### config.mk
export PLATFORM = sky130hd
export DESIGN_NAME = snn_input_loader
export DESIGN_NICKNAME = d
export VERILOG_FILES = /design/src/rtl/snn_input_loader.sv
export SDC_FILE = /design/constraint.sdc
export NUM_CORES = 1
export LEC_CHECK = 0
export ABC_CLOCK_PERIOD_IN_PS = 2100
export BUFFER_PORTS_ARGS = -buffer_cell sky130_fd_sc_hd__buf_2
export CORE_AREA = 2 2 244 270
export DETAILED_ROUTE_END_ITERATION = 10
export DIE_AREA = 0 0 246 272
export GPL_ROUTABILITY_DRIVEN = 0
export GPL_TIMING_DRIVEN = 1
export PLACE_DENSITY = 0.7
export SLEW_MARGIN = 40
export SYNTH_ARGS = -nofsm -noshare
export SYNTH_HDL_FRONTEND = slang
export SYNTH_SLANG_ARGS = --single-unit
### constraint.sdc
create_clock -name clk -period 2.1 [get_ports clk]
set_input_delay 0.105 -clock clk [delete_from_list [all_inputs] [get_ports clk]]
set_output_delay 0.105 -clock clk [all_outputs]
set_load 0.01 [all_outputs]
### src/rtl/snn_input_loader.sv
// rtl/snn_input_loader.sv - UART image loader, snn_core launcher and ASCII result sender
// Optional feature: define SNN_LOADER_TIMEOUT_EN to abandon partial images after TIMEOUT_CYC idle cycles.
module snn_input_loader #(
  parameter logic [23:0] TIMEOUT_CYC = 24'd5_000_000
) (
  input  logic       clk,
  input  logic       rst_n,
  input  logic       rx_rdy,
  input  logic [7:0] rx_data,
  input  logic [9:0] addr_input_unit,
  output logic       q_input,
  output logic       start,
  input  logic       done,
  input  logic [3:0] digit,
  output logic       tx_start,
  output logic [7:0] tx_data,
  input  logic       tx_busy,
  output logic [3:0] led
);

  typedef enum logic [1:0] {LOAD, KICK, WAIT_DONE, SEND} state_t;

  state_t     state;
  state_t     state_nxt;
  logic [6:0] byte_cnt;
  logic [3:0] result;
  logic [7:0] pix_mem [0:97];
  logic [6:0] rd_byte;
  logic       load_wr;
  logic       byte_last;

  // Bytes are only accepted while loading; everything else on rx is dropped.
  assign load_wr   = (state == LOAD) && rx_rdy;
  assign byte_last = (byte_cnt == 7'd97);
  assign rd_byte   = addr_input_unit[9:3];

  // Next-state decode for the load / kick / wait / send cycle.
  always_comb begin
    state_nxt = state;
    case (state)
      LOAD:      if (load_wr && byte_last) state_nxt = KICK;
      KICK:      state_nxt = WAIT_DONE;
      WAIT_DONE: if (done) state_nxt = SEND;
      SEND:      if (!tx_busy) state_nxt = LOAD;
      default:   state_nxt = LOAD;
    endcase
  end

  // State register plus registered start/tx pulses and the result latch.
  always_ff @(posedge clk or negedge rst_n) begin
    if (!rst_n) begin
      state    <= LOAD;
      start    <= 1'b0;
      tx_start <= 1'b0;
      tx_data  <= 8'h00;
      led      <= 4'h0;
      result   <= 4'h0;
    end else begin
      state    <= state_nxt;
      start    <= (state == KICK);
      tx_start <= 1'b0;
      if (state == WAIT_DONE && done) begin
        result <= digit;
        led    <= digit;
      end
      if (state == SEND && !tx_busy) begin
        tx_start <= 1'b1;
        tx_data  <= 8'h30 + {4'h0, result};
      end
    end
  end

`ifdef SNN_LOADER_TIMEOUT_EN
  logic [23:0] gap_cnt;

  // Byte counter with idle-gap watchdog that restarts a stalled image at byte 0.
  always_ff @(posedge clk or negedge rst_n) begin
    if (!rst_n) begin
      byte_cnt <= 7'd0;
      gap_cnt  <= 24'd0;
    end else if (load_wr) begin
      byte_cnt <= byte_last ? 7'd0 : byte_cnt + 7'd1;
      gap_cnt  <= 24'd0;
    end else if (state == LOAD && byte_cnt != 7'd0) begin
      if (gap_cnt + 24'd1 >= TIMEOUT_CYC) begin
        byte_cnt <= 7'd0;
        gap_cnt  <= 24'd0;
      end else begin
        gap_cnt <= gap_cnt + 24'd1;
      end
    end
  end
`else
  logic unused_timeout;
  assign unused_timeout = ^TIMEOUT_CYC;

  // Byte counter; a partial image simply waits for the rest of its bytes.
  always_ff @(posedge clk or negedge rst_n) begin
    if (!rst_n) begin
      byte_cnt <= 7'd0;
    end else if (load_wr) begin
      byte_cnt <= byte_last ? 7'd0 : byte_cnt + 7'd1;
    end
  end
`endif

  // Pixel store kept byte-wide: one rx byte is one row entry, bit k is pixel 8*n+k.
  always_ff @(posedge clk) begin
    if (load_wr) pix_mem[byte_cnt] <= rx_data;
    q_input <= (rd_byte < 7'd98) ? pix_mem[rd_byte][addr_input_unit[2:0]] : 1'b0;
  end

endmodule
==> results of run 1 <==
kinds of logic (layout without fill, tap and decap cells):
family	Yosys count	count (layout)	share of synthesized area, %
AND/OR/NAND/NOR	250	250	3.485
flip-flops	805	805	75.65
multiplexers	285	285	15.17
buffers and inverters	105	554	1.916
AO/OA/AOI/OAI	149	149	3.387
XOR/XNOR	4	4	0.1102
other	1	2	0.01179
adder cells (fa/ha/maj)	7	7	0.2753
flip-flops by register name, indices dropped and copies added, names as in the netlist:
register	count
result	4
tx_start	1
q_input	1
start	1
pix_mem	784
tx_data	5
state	2
byte_cnt	7
report_power, final:
group	switching [W]	internal, W
logic	0.00214	0.00142
registers	0.000186	0.0180
clock network	0.00578	0.00824
metrics by stage:
| stage | std cells | setup slack (ps) | instance area [µm²] | total power [W] | hold WS, ps |
|---|---|---|---|---|---|
| finish | 2906 | -139.5 | 38620 | 0.03577 | 8.699 |
| global route | 2906 | -186.6 | 38620 | 0.03667 | 26.39 |
| CTS | 2903 | -87.99 | 38450 | 0.03588 | 18.01 |
| detailed placement | 2750 | -542.3 | 35650 | 0.02188 | 77.82 |
| global placement | 2750 | -586.7 | 35650 | 0.02180 | 61.41 |
| floorplan | 1607 | -23.53 | 31840 | 0.01997 | -190.6 |
worst paths after layout:
check	from	slack (ps)	endpoint	depth (start not counted)
worst max-delay path	pix_mem[11][6]	-140	q_input	7
worst max register to register	pix_mem[11][6]	-140	q_input	7
min in group asynchronous	rst_n	70	result[2]	3
worst min register to register	tx_data[1]	510	tx_data[1]	1
worst min-delay path	rx_data[1]	9	pix_mem[95][1]	1
max in group asynchronous	rst_n	1690	byte_cnt[5]	3
timing repair:
action,in CTS,in global routing
hold endpoints to repair,79,0
pin swaps,5,8
resized for setup,24,33
cloned,0,1
endpoints found under the setup margin,229,600
setup buffers,0,2
hold buffers,16,0
layout by cell type, fill, tap and decap left out, drive strengths merged, types with 6 or more instances in the layout:
master	synthesis	layout
a21oi	21	21
a31oi	11	11
buf	52	389
bufinv	0	11
clkbuf	41	92
clkinv	0	28
dfrtp	20	20
dlygate4sd3	0	15
edfxtp	784	784
ha	7	7
inv	12	15
mux2	24	24
mux2i	107	107
mux4	154	154
nand2	57	57
nand2b	7	7
nand3	11	11
nand4	6	6
nor2	118	118
nor2b	12	12
nor3	14	14
nor4	6	6
o21ai	9	9
o221ai	37	37
o22ai	26	26
worst max-delay path, stage by stage (launching register included):
cell and delay [ps]:
edfxtp_1 380, mux4_2 500, mux2i_2 250, o22ai_1 120
or3_1 440, nand4_1 130, o211ai_1 110, a22o_1 210
final cells by class:
cell class,instances,area [µm²]
clock buffers,91,2022
clock inverters,46,516.7
fillers,4460,25750
inverters,12,45.04
multi-input cells,697,7368
flip-flops and latches,805,24060
well taps,850,1064
repair buffers,405,3543
layer usage:
metal / GRT usage [%] / up-vias / routed length, µm
met5: 0 / - / 12
met4: 11.67 / 2 / 3671
met3: 4.266 / 203 / 6520
met2: 40.14 / 918 / 39960
met1: 31.79 / 9087 / 30590
li1: - / 7380 / -
==> impl_metrics.json, run 1 <==
{
  "status": "finished with violations",
  "violations": "negative setup slack",
  "antenna_found_initial": 1,
  "criticalPathCategory": "register to register",
  "synth_most_common_cell": "edfxtp_1",
  "final-max-slew-violation-count": 0,
  "period_share_pct": 106.6,
  "drt_iter0_markers": 2091,
  "netlist.area_leader.share_pct": 74.01,
  "hpwlAfterDp_um": 52930,
  "fp.coreArea_um2": 64370,
  "ys_ff_latch": 805,
  "start_util_pct": 49.41,
  "slew_headroom_pct": 48.53,
  "port-buffer-count": 39,
  "overflow": 0,
  "finalNetCount": 2031,
  "power.density_nw_per_um2": 926.2,
  "drc_errors": 0,
  "vdd_drop_max_uv": 740.3,
  "io_pins": 42,
  "min_path_type": "input pin to register",
  "synth_ff_type": "edfxtp_1",
  "seq_area_frac_synth_pct": 75.65,
  "drv_cap": 0,
  "start_kind": "register",
  "syn_inst": 1606,
  "cts_sinks": 805,
  "critPathArrivalTime_ps": 2750,
  "setup-tns-final_ps": -139.5,
  "clock_skew_ps": 15.49,
  "ys_types": 59,
  "rsz0062_at_grt": "true",
  "fmax_mhz": 446.5,
  "setup_slack_ps": -139.5,
  "cts_made_buffers": 76,
  "avgRoutedWirePerCell_um": 27.79,
  "yosys_warnings": 0,
  "synth.avg_cell_area_um2": 19.81,
  "synth_edf_count": 784,
  "syn-cell-area_um2": 31810,
  "clkLatencyLatePin_ps": 620,
  "drive_gt1_share_pct": 35.31,
  "grt_pass1_wl_um": 118200,
  "critical_path_required_ps": 2610,
  "tritoncts": "done",
  "die_area_um2": 66910,
  "ys_top_cells_by_area": "edfxtp_1 74%, mux4_2 11%, mux2i_1 3.4%",
  "syn2layout_area_growth_pct": 21.42,
  "fin_crit_ps": 2239,
  "finalSetupViolations": 1,
  "dr.pass1.iters": 6,
  "hold_viol": 0,
  "die_w_um": 246,
  "first_global_vias": 18070,
  "clk_pin_slew_ps": 70,
  "vias_per_cell": 6.053,
  "cts_root_buffer": "clkbuf_16",
  "htree_num_levels": 3,
  "ant_nets": 0,
  "rows": 98,
  "async_flop_share_pct": 2.484,
  "p_leak_nw": 13.24,
  "yosysTopAreaCell": "edfxtp_1",
  "endpoint_kind": "register",
  "routed_wl_um": 80750,
  "worst_slew_pin_slew_ps": 767.4,
  "insertedDiodeCount": 0,
  "clockBufferDepth": 3,
  "grt_usage_pct": 24.43,
  "worstPathMaxFanout": 1,
  "vias": 17590,
  "dieHeight_um": 272,
  "yosys-top-cells-count": "784 x edfxtp_1, 150 x mux4_2, 118 x nor2_1",
  "grt_max_degree": 99,
  "fin_util_pct": 60.00
}
No activity file was read; power rests on OpenSTA's default activity.
==> inputs of run 2 (changes only) <==
--- a/config.mk
+++ b/config.mk
@@ -5,14 +5,15 @@
 export SDC_FILE = /design/constraint.sdc
 export NUM_CORES = 1
 export LEC_CHECK = 0
-export ABC_CLOCK_PERIOD_IN_PS = 2100
+export ABC_CLOCK_PERIOD_IN_PS = 2600
 export BUFFER_PORTS_ARGS = -buffer_cell sky130_fd_sc_hd__buf_2
 export CORE_AREA = 2 2 244 270
+export CTS_CLUSTER_DIAMETER = 60
 export DETAILED_ROUTE_END_ITERATION = 10
 export DIE_AREA = 0 0 246 272
 export GPL_ROUTABILITY_DRIVEN = 0
 export GPL_TIMING_DRIVEN = 1
-export PLACE_DENSITY = 0.7
+export PLACE_DENSITY = 0.67
 export SLEW_MARGIN = 40
 export SYNTH_ARGS = -nofsm -noshare
 export SYNTH_HDL_FRONTEND = slang
==> constraint.sdc (replaced) <==
create_clock -name clk -period 2.6 [get_ports clk]
set_input_delay 0.13 -clock clk [delete_from_list [all_inputs] [get_ports clk]]
set_output_delay 0.13 -clock clk [all_outputs]
set_load 0.01 [all_outputs]
==> run 2 against run 1 <==
The run now ends clean. Clock skew rose by 17 ps. Worst setup slack gained 240 ps. Sequential share of layout area grew 2.1 points. Power fell by 19%. First-iteration DRC count fell by 4.3%. Highest routed layer unchanged.
==> impl_metrics.json, run 2 (same netlist as run 1, synthesis figures left out) <==
{
  "setup_slack_ps": 99.52,
  "start_util_pct": 49.41,
  "first_global_vias": 17180,
  "finalSetupViolations": 0,
  "largest_reg_flops": 784,
  "drc_errors": 0,
  "critPathArrivalTime_ps": 2810,
  "p_total_w": 0.02908,
  "cts_made_buffers": 80,
  "crit_slowest_cell": "dfrtp_1",
  "clk_pin_slew_ps": 60,
  "criticalPathCategory": "register to register",
  "tritoncts": "done",
  "pre_cts_slack_ps": -280.7,
  "rsz0062_at_grt": "false",
  "rows": 98,
  "insertedDiodeCount": 0,
  "period_share_pct": 96.17,
  "cts_root_buffer": "clkbuf_16",
  "multiInputGateArea_um2": 7151,
  "register_area_um2": 24060,
  "port-buffer-count": 39,
  "dr.pass1.iters": 6,
  "min_path_type": "input pin to register",
  "status": "finished clean",
  "fin_crit_ps": 2500,
  "crit_buf_inv": 3,
  "hpwlAfterDp_um": 49790,
  "antenna_found_initial": 3,
  "vias_per_cell": 6.145,
  "vias": 17120,
  "start_kind": "register",
  "overflow": 0,
  "syn2layout_area_growth_pct": 17.54,
  "reg_top3": "pix_mem (784), byte_cnt (7), tx_data (5)",
  "grt_usage_pct": 24.06,
  "worstPathMaxFanout": 8,
  "grt_max_degree": 99,
  "hold_slack_ps": 35.58,
  "slew_headroom_pct": 42.02,
  "drive_gt1_share_pct": 29.39,
  "finalNetCount": 1905,
  "crit_chain": "inv_1 -> ha_1 -> and3_1 -> nand2_1 -> buf_4 -> nor2_1 -> buf_4",
  "critPathMostFrequentCell": "buf_4",
  "nFillCells": 4634,
  "top_register": "pix_mem",
  "fp.coreArea_um2": 64370,
  "clockBufferDepth": 3,
  "worst_slew_pin_slew_ps": 868.0,
  "drv_cap": 0,
  "die_area_um2": 66910,
  "endpoint_kind": "register",
  "die_w_um": 246,
  "cts_sinks": 805,
  "final-max-slew-violation-count": 0,
  "htree_num_levels": 3,
  "critical_path_required_ps": 2910,
  "clock_skew_ps": 32.08,
  "ant_nets": 0,
  "grt_pass1_wl_um": 116000,
  "drt_iter0_markers": 2001,
  "routed_wl_um": 79400,
  "io_pins": 42,
  "fmax_mhz": 399.9,
  "critPathMaxStageDelay_ps": 420,
  "critical-path-top-delay-family": "simple AND/OR/NAND/NOR gates",
  "cts_setup_buffers": 0,
  "hold_viol": 0,
  "dieHeight_um": 272,
  "power.density_nw_per_um2": 777.8,
  "p_leak_nw": 12.62,
  "mostFrequentLayoutCells": "784 x edfxtp_1, 202 x buf_4, 150 x mux4_2",
  "clkLatencyLatePin_ps": 630,
  "avgRoutedWirePerCell_um": 28.50,
  "final_common_cell": "edfxtp_1",
  "vdd_drop_max_uv": 440.5
}
run 2: area by class of cell:
| class | count | area share (%) |
|---|---|---|
| Clock buffer | 96 | 5.686 |
| Clock inverter | 51 | 1.586 |
| Inverter | 12 | 0.1205 |
| Multi-Input combinational cell | 697 | 19.13 |
| Sequential cell | 805 | 64.36 |
| Tap cell | 850 | 2.845 |
| Timing Repair Buffer | 275 | 6.275 |
run 2: timing repair:
item	4_1_cts	5_1_grt
hold buffers	14	1
endpoints found under the setup margin	0	1
endpoints found under the hold margin	33	26
resized for setup	0	3
run 2: power breakdown:
part	switching [W]	leakage (nW)	total (W)	internal [W]
clock	0.00487	1.33	0.0119	0.00707
sequential	0.000120	7.33	0.0147	0.0145
combinational	0.00163	3.95	0.00248	0.000855
run 2: through the flow:
| stage | setup TNS (ps) | area [µm²] | util, % | std cells |
|---|---|---|---|---|
| floorplan | 0 | 31810 | - | 1607 |
| global placement | -528.2 | 34470 | 53.55 | 2623 |
| detailed placement | -280.7 | 34490 | 53.57 | 2623 |
| CTS | 0 | 37340 | 58.01 | 2784 |
| global route | 0 | 37390 | 58.08 | 2786 |
| finish | 0 | 37390 | 58.08 | 2786 |
run 2: metal layers:
| layer | vias up | global-route usage, % | share of wire, % |
|---|---|---|---|
| met5 | - | 0 | 0.037 |
| li1 | 7133 | - | - |
| met3 | 175 | 4.237 | 8.5 |
| met1 | 8936 | 33.06 | 39 |
| met2 | 869 | 38.58 | 49 |
| met4 | 6 | 9.442 | 3.7 |
run 2: final timing paths:
kind / start / endpoint / slack [ps] / cells after the start
max: state[0] / pix_mem[11][1] / 100 / 7
min: rx_data[2] / pix_mem[80][2] / 40 / 1
max reg2reg: state[0] / pix_mem[11][1] / 100 / 7
min reg2reg: tx_data[3] / tx_data[3] / 500 / 1
max in group asynchronous: rst_n / byte_cnt[0] / 2120 / 3
min in group asynchronous: rst_n / result[3] / 160 / 3
==> inputs of run 3 (changes only) <==
--- a/config.mk
+++ b/config.mk
@@ -7,13 +7,14 @@
 export LEC_CHECK = 0
 export ABC_CLOCK_PERIOD_IN_PS = 2600
 export BUFFER_PORTS_ARGS = -buffer_cell sky130_fd_sc_hd__buf_2
-export CORE_AREA = 2 2 244 270
+export CORE_AREA = 2 2 291 322
 export CTS_CLUSTER_DIAMETER = 60
 export DETAILED_ROUTE_END_ITERATION = 10
-export DIE_AREA = 0 0 246 272
+export DIE_AREA = 0 0 293 324
 export GPL_ROUTABILITY_DRIVEN = 0
 export GPL_TIMING_DRIVEN = 1
-export PLACE_DENSITY = 0.67
+export PLACE_DENSITY = 0.51
+export RECOVER_POWER = 25
 export SLEW_MARGIN = 40
 export SYNTH_ARGS = -nofsm -noshare
 export SYNTH_HDL_FRONTEND = slang
==> run 3 against run 2 <==
Clock power about the same. Wire length is 11% higher. Count of clock-buffer cells in the layout did not move. Power up 0.95%. Sequential share of layout area down 1.5 points. Maximum frequency up 0.76%. Largest cell class unchanged. The run now ends with max-capacitance violations, max-slew violations left. Die area up 42%. Combinational power rose by 8.5%. Critical path type unchanged.
==> impl_metrics.json, run 3 (same netlist as run 1, synthesis figures left out) <==
{
  "nFillCells": 8066,
  "drive_gt1_share_pct": 30.64,
  "criticalPathCategory": "register to register",
  "htree_num_levels": 3,
  "die_w_um": 293,
  "hpwlAfterDp_um": 57730,
  "start_util_pct": 34.66,
  "cp-startpoint": "pix_mem[5][0]",
  "clock_skew_ps": 31.18,
  "worstPathMaxFanout": 1,
  "top_usage_layer": "met2",
  "clkLatencyLatePin_ps": 640,
  "critPathMaxStageDelay_ps": 500,
  "vias_per_cell": 5.295,
  "pre_cts_slack_ps": -186.2,
  "setup_slack_ps": 118.4,
  "grt_max_degree": 64,
  "fin_util_pct": 41.67,
  "cts_setup_buffers": 0,
  "final-max-slew-violation-count": 221,
  "rr_endpoint": "q_input",
  "fin_crit_ps": 2482,
  "crit_buf_inv": 1,
  "stdcell_area_um2": 38250,
  "overflow": 0,
  "fp.coreArea_um2": 91790,
  "drv_cap": 5,
  "hold_viol": 0,
  "finalSetupViolations": 0,
  "reg_top3": "pix_mem (784), byte_cnt (7), tx_data (5)",
  "finalNetCount": 1968,
  "min_path_type": "input pin to register",
  "critical_path_required_ps": 3130,
  "clk_pin_slew_ps": 60,
  "setup.worst_path.end": "q_input",
  "dr.pass1.iters": 7,
  "first_global_vias": 17530,
  "tritoncts": "done",
  "largest_reg_flops": 784,
  "cp_num_cells": 8,
  "fmax_mhz": 403.0,
  "p_total_w": 0.02936,
  "grt_use_met2_pct": 31.52,
  "clockBufferDepth": 3,
  "status": "finished with violations",
  "rows": 117,
  "period_share_pct": 95.45,
  "grt_pass1_wl_um": 126900,
  "rr_startpoint": "pix_mem[5][0]",
  "port-buffer-count": 39,
  "violations": "max-capacitance violations, max-slew violations",
  "routed_wl_um": 88200,
  "antenna_found_initial": 0,
  "cts_sinks": 805,
  "rsz0062_at_grt": "false",
  "final_common_cell": "edfxtp_1",
  "worst_slew_pin_slew_ps": 2718,
  "vdd_drop_max_uv": 414.2,
  "syn2layout_area_growth_pct": 20.25,
  "grt_usage_pct": 18.79,
  "drt_iter0_markers": 1634,
  "dieHeight_um": 324,
  "reg2reg_slack_ps": 120,
  "critPathMostFrequentCell": "o221ai_1",
  "crit_chain": "mux4_2 -> mux2i_1 -> buf_4 -> mux2_2 -> o221ai_1 -> a221oi_1 -> o221ai_1 -> a22o_1",
  "critPathArrivalTime_ps": 3020,
  "vias": 16860,
  "critical-path-top-delay-family": "compound AO/OA/AOI/OAI gates",
  "met1_usage_pct": 24.85,
  "endpoint_kind": "register",
  "cts_root_buffer": "clkbuf_16",
  "top_register": "pix_mem",
  "crit_slowest_cell": "mux4_2",
  "start_kind": "register",
  "use_met3_pct": 2.768,
  "placed_area_um2": 35410,
  "r2r_cells": 8,
  "cts_made_buffers": 84,
  "avgRoutedWirePerCell_um": 27.69,
  "slew_headroom_pct": -81.21,
  "ant_nets": 0,
  "hold_depth": 4,
  "p_leak_nw": 12.87,
  "die_area_um2": 94930,
  "power.density_nw_per_um2": 767.5,
  "io_pins": 42,
  "mostFrequentLayoutCells": "784 x edfxtp_1, 254 x buf_4, 150 x mux4_2",
  "holdCritStartpoint": "addr_input_unit[1]",
  "drc_errors": 0
}
==> run 3: cell count changes in the layout (fill, tap and decap cells not counted), moves of 2 or more <==
cell / before / now
buf_4: 202 / 254
clkinv_1: 9 / 21
clkinv_2: 18 / 9
buf_12: 22 / 27
clkbuf_1: 13 / 18
buf_6: 5 / 1
clkbuf_2: 0 / 3
clkinv_4: 3 / 0
buf_2: 30 / 28
==> run 3: area by class of cell <==
cell class,instances,area [µm²],share of cell area [%]
sequential,805,24060,62.91
multi-input combinational,697,7154,18.70
timing repair buffer,334,2791,7.298
clock buffer,96,2147,5.613
tap,1190,1489,3.893
clock inverter,50,558.0,1.459
inverter,12,45.04,0.1178
antenna,1,2.502,0.006542
==> run 3: layer usage <==
metal | vias up | wire length (µm)
li1 | 7259 | -
met1 | 8976 | 37530
met2 | 501 | 43300
met3 | 128 | 4501
met4 | 0 | 2872
met5 | - | 0
==> run 3: worst reg2reg max path, delay by kind of cell (launching register included) <==
family	cells	cell delay [ps]
buf+inv	1	140
flops	1	400
mux	3	790
compound gates	4	1070
==> run 3: worst min path at each step <==
stage                             end  slack [ps]
after global routing          q_input          90
after CTS                     q_input           4
final                         q_input          40
after global placement       tx_start          90
after detailed placement   tx_data[2]         110
after floorplan           byte_cnt[0]        -170
==> run 3: what timing repair did <==
item                       in CTS  in global routing
hold endpoints to repair       34                  0
setup endpoints to repair       0                  1
hold buffers                   15                  0
gates resized for setup         0                  2
==> run 3: power breakdown <==
part | internal (W) | total, W | switching (W) | leakage, nW
Combinational | 0.000942 | 0.00269 | 0.00174 | 4.23
Clock | 0.00709 | 0.0120 | 0.00492 | 1.31
Sequential | 0.0145 | 0.0147 | 0.000112 | 7.33
==> run 3: per-stage QoR <==
stage | hold WS [ps] | std cells | setup TNS, ps
floorplan | -165.6 | 1607 | 0
global placement | 91.40 | 3023 | -186.6
detailed placement | 105.3 | 3023 | -186.2
CTS | 4.477 | 3184 | 0
global route | 88.57 | 3184 | 0
finish | 36.15 | 3185 | 0
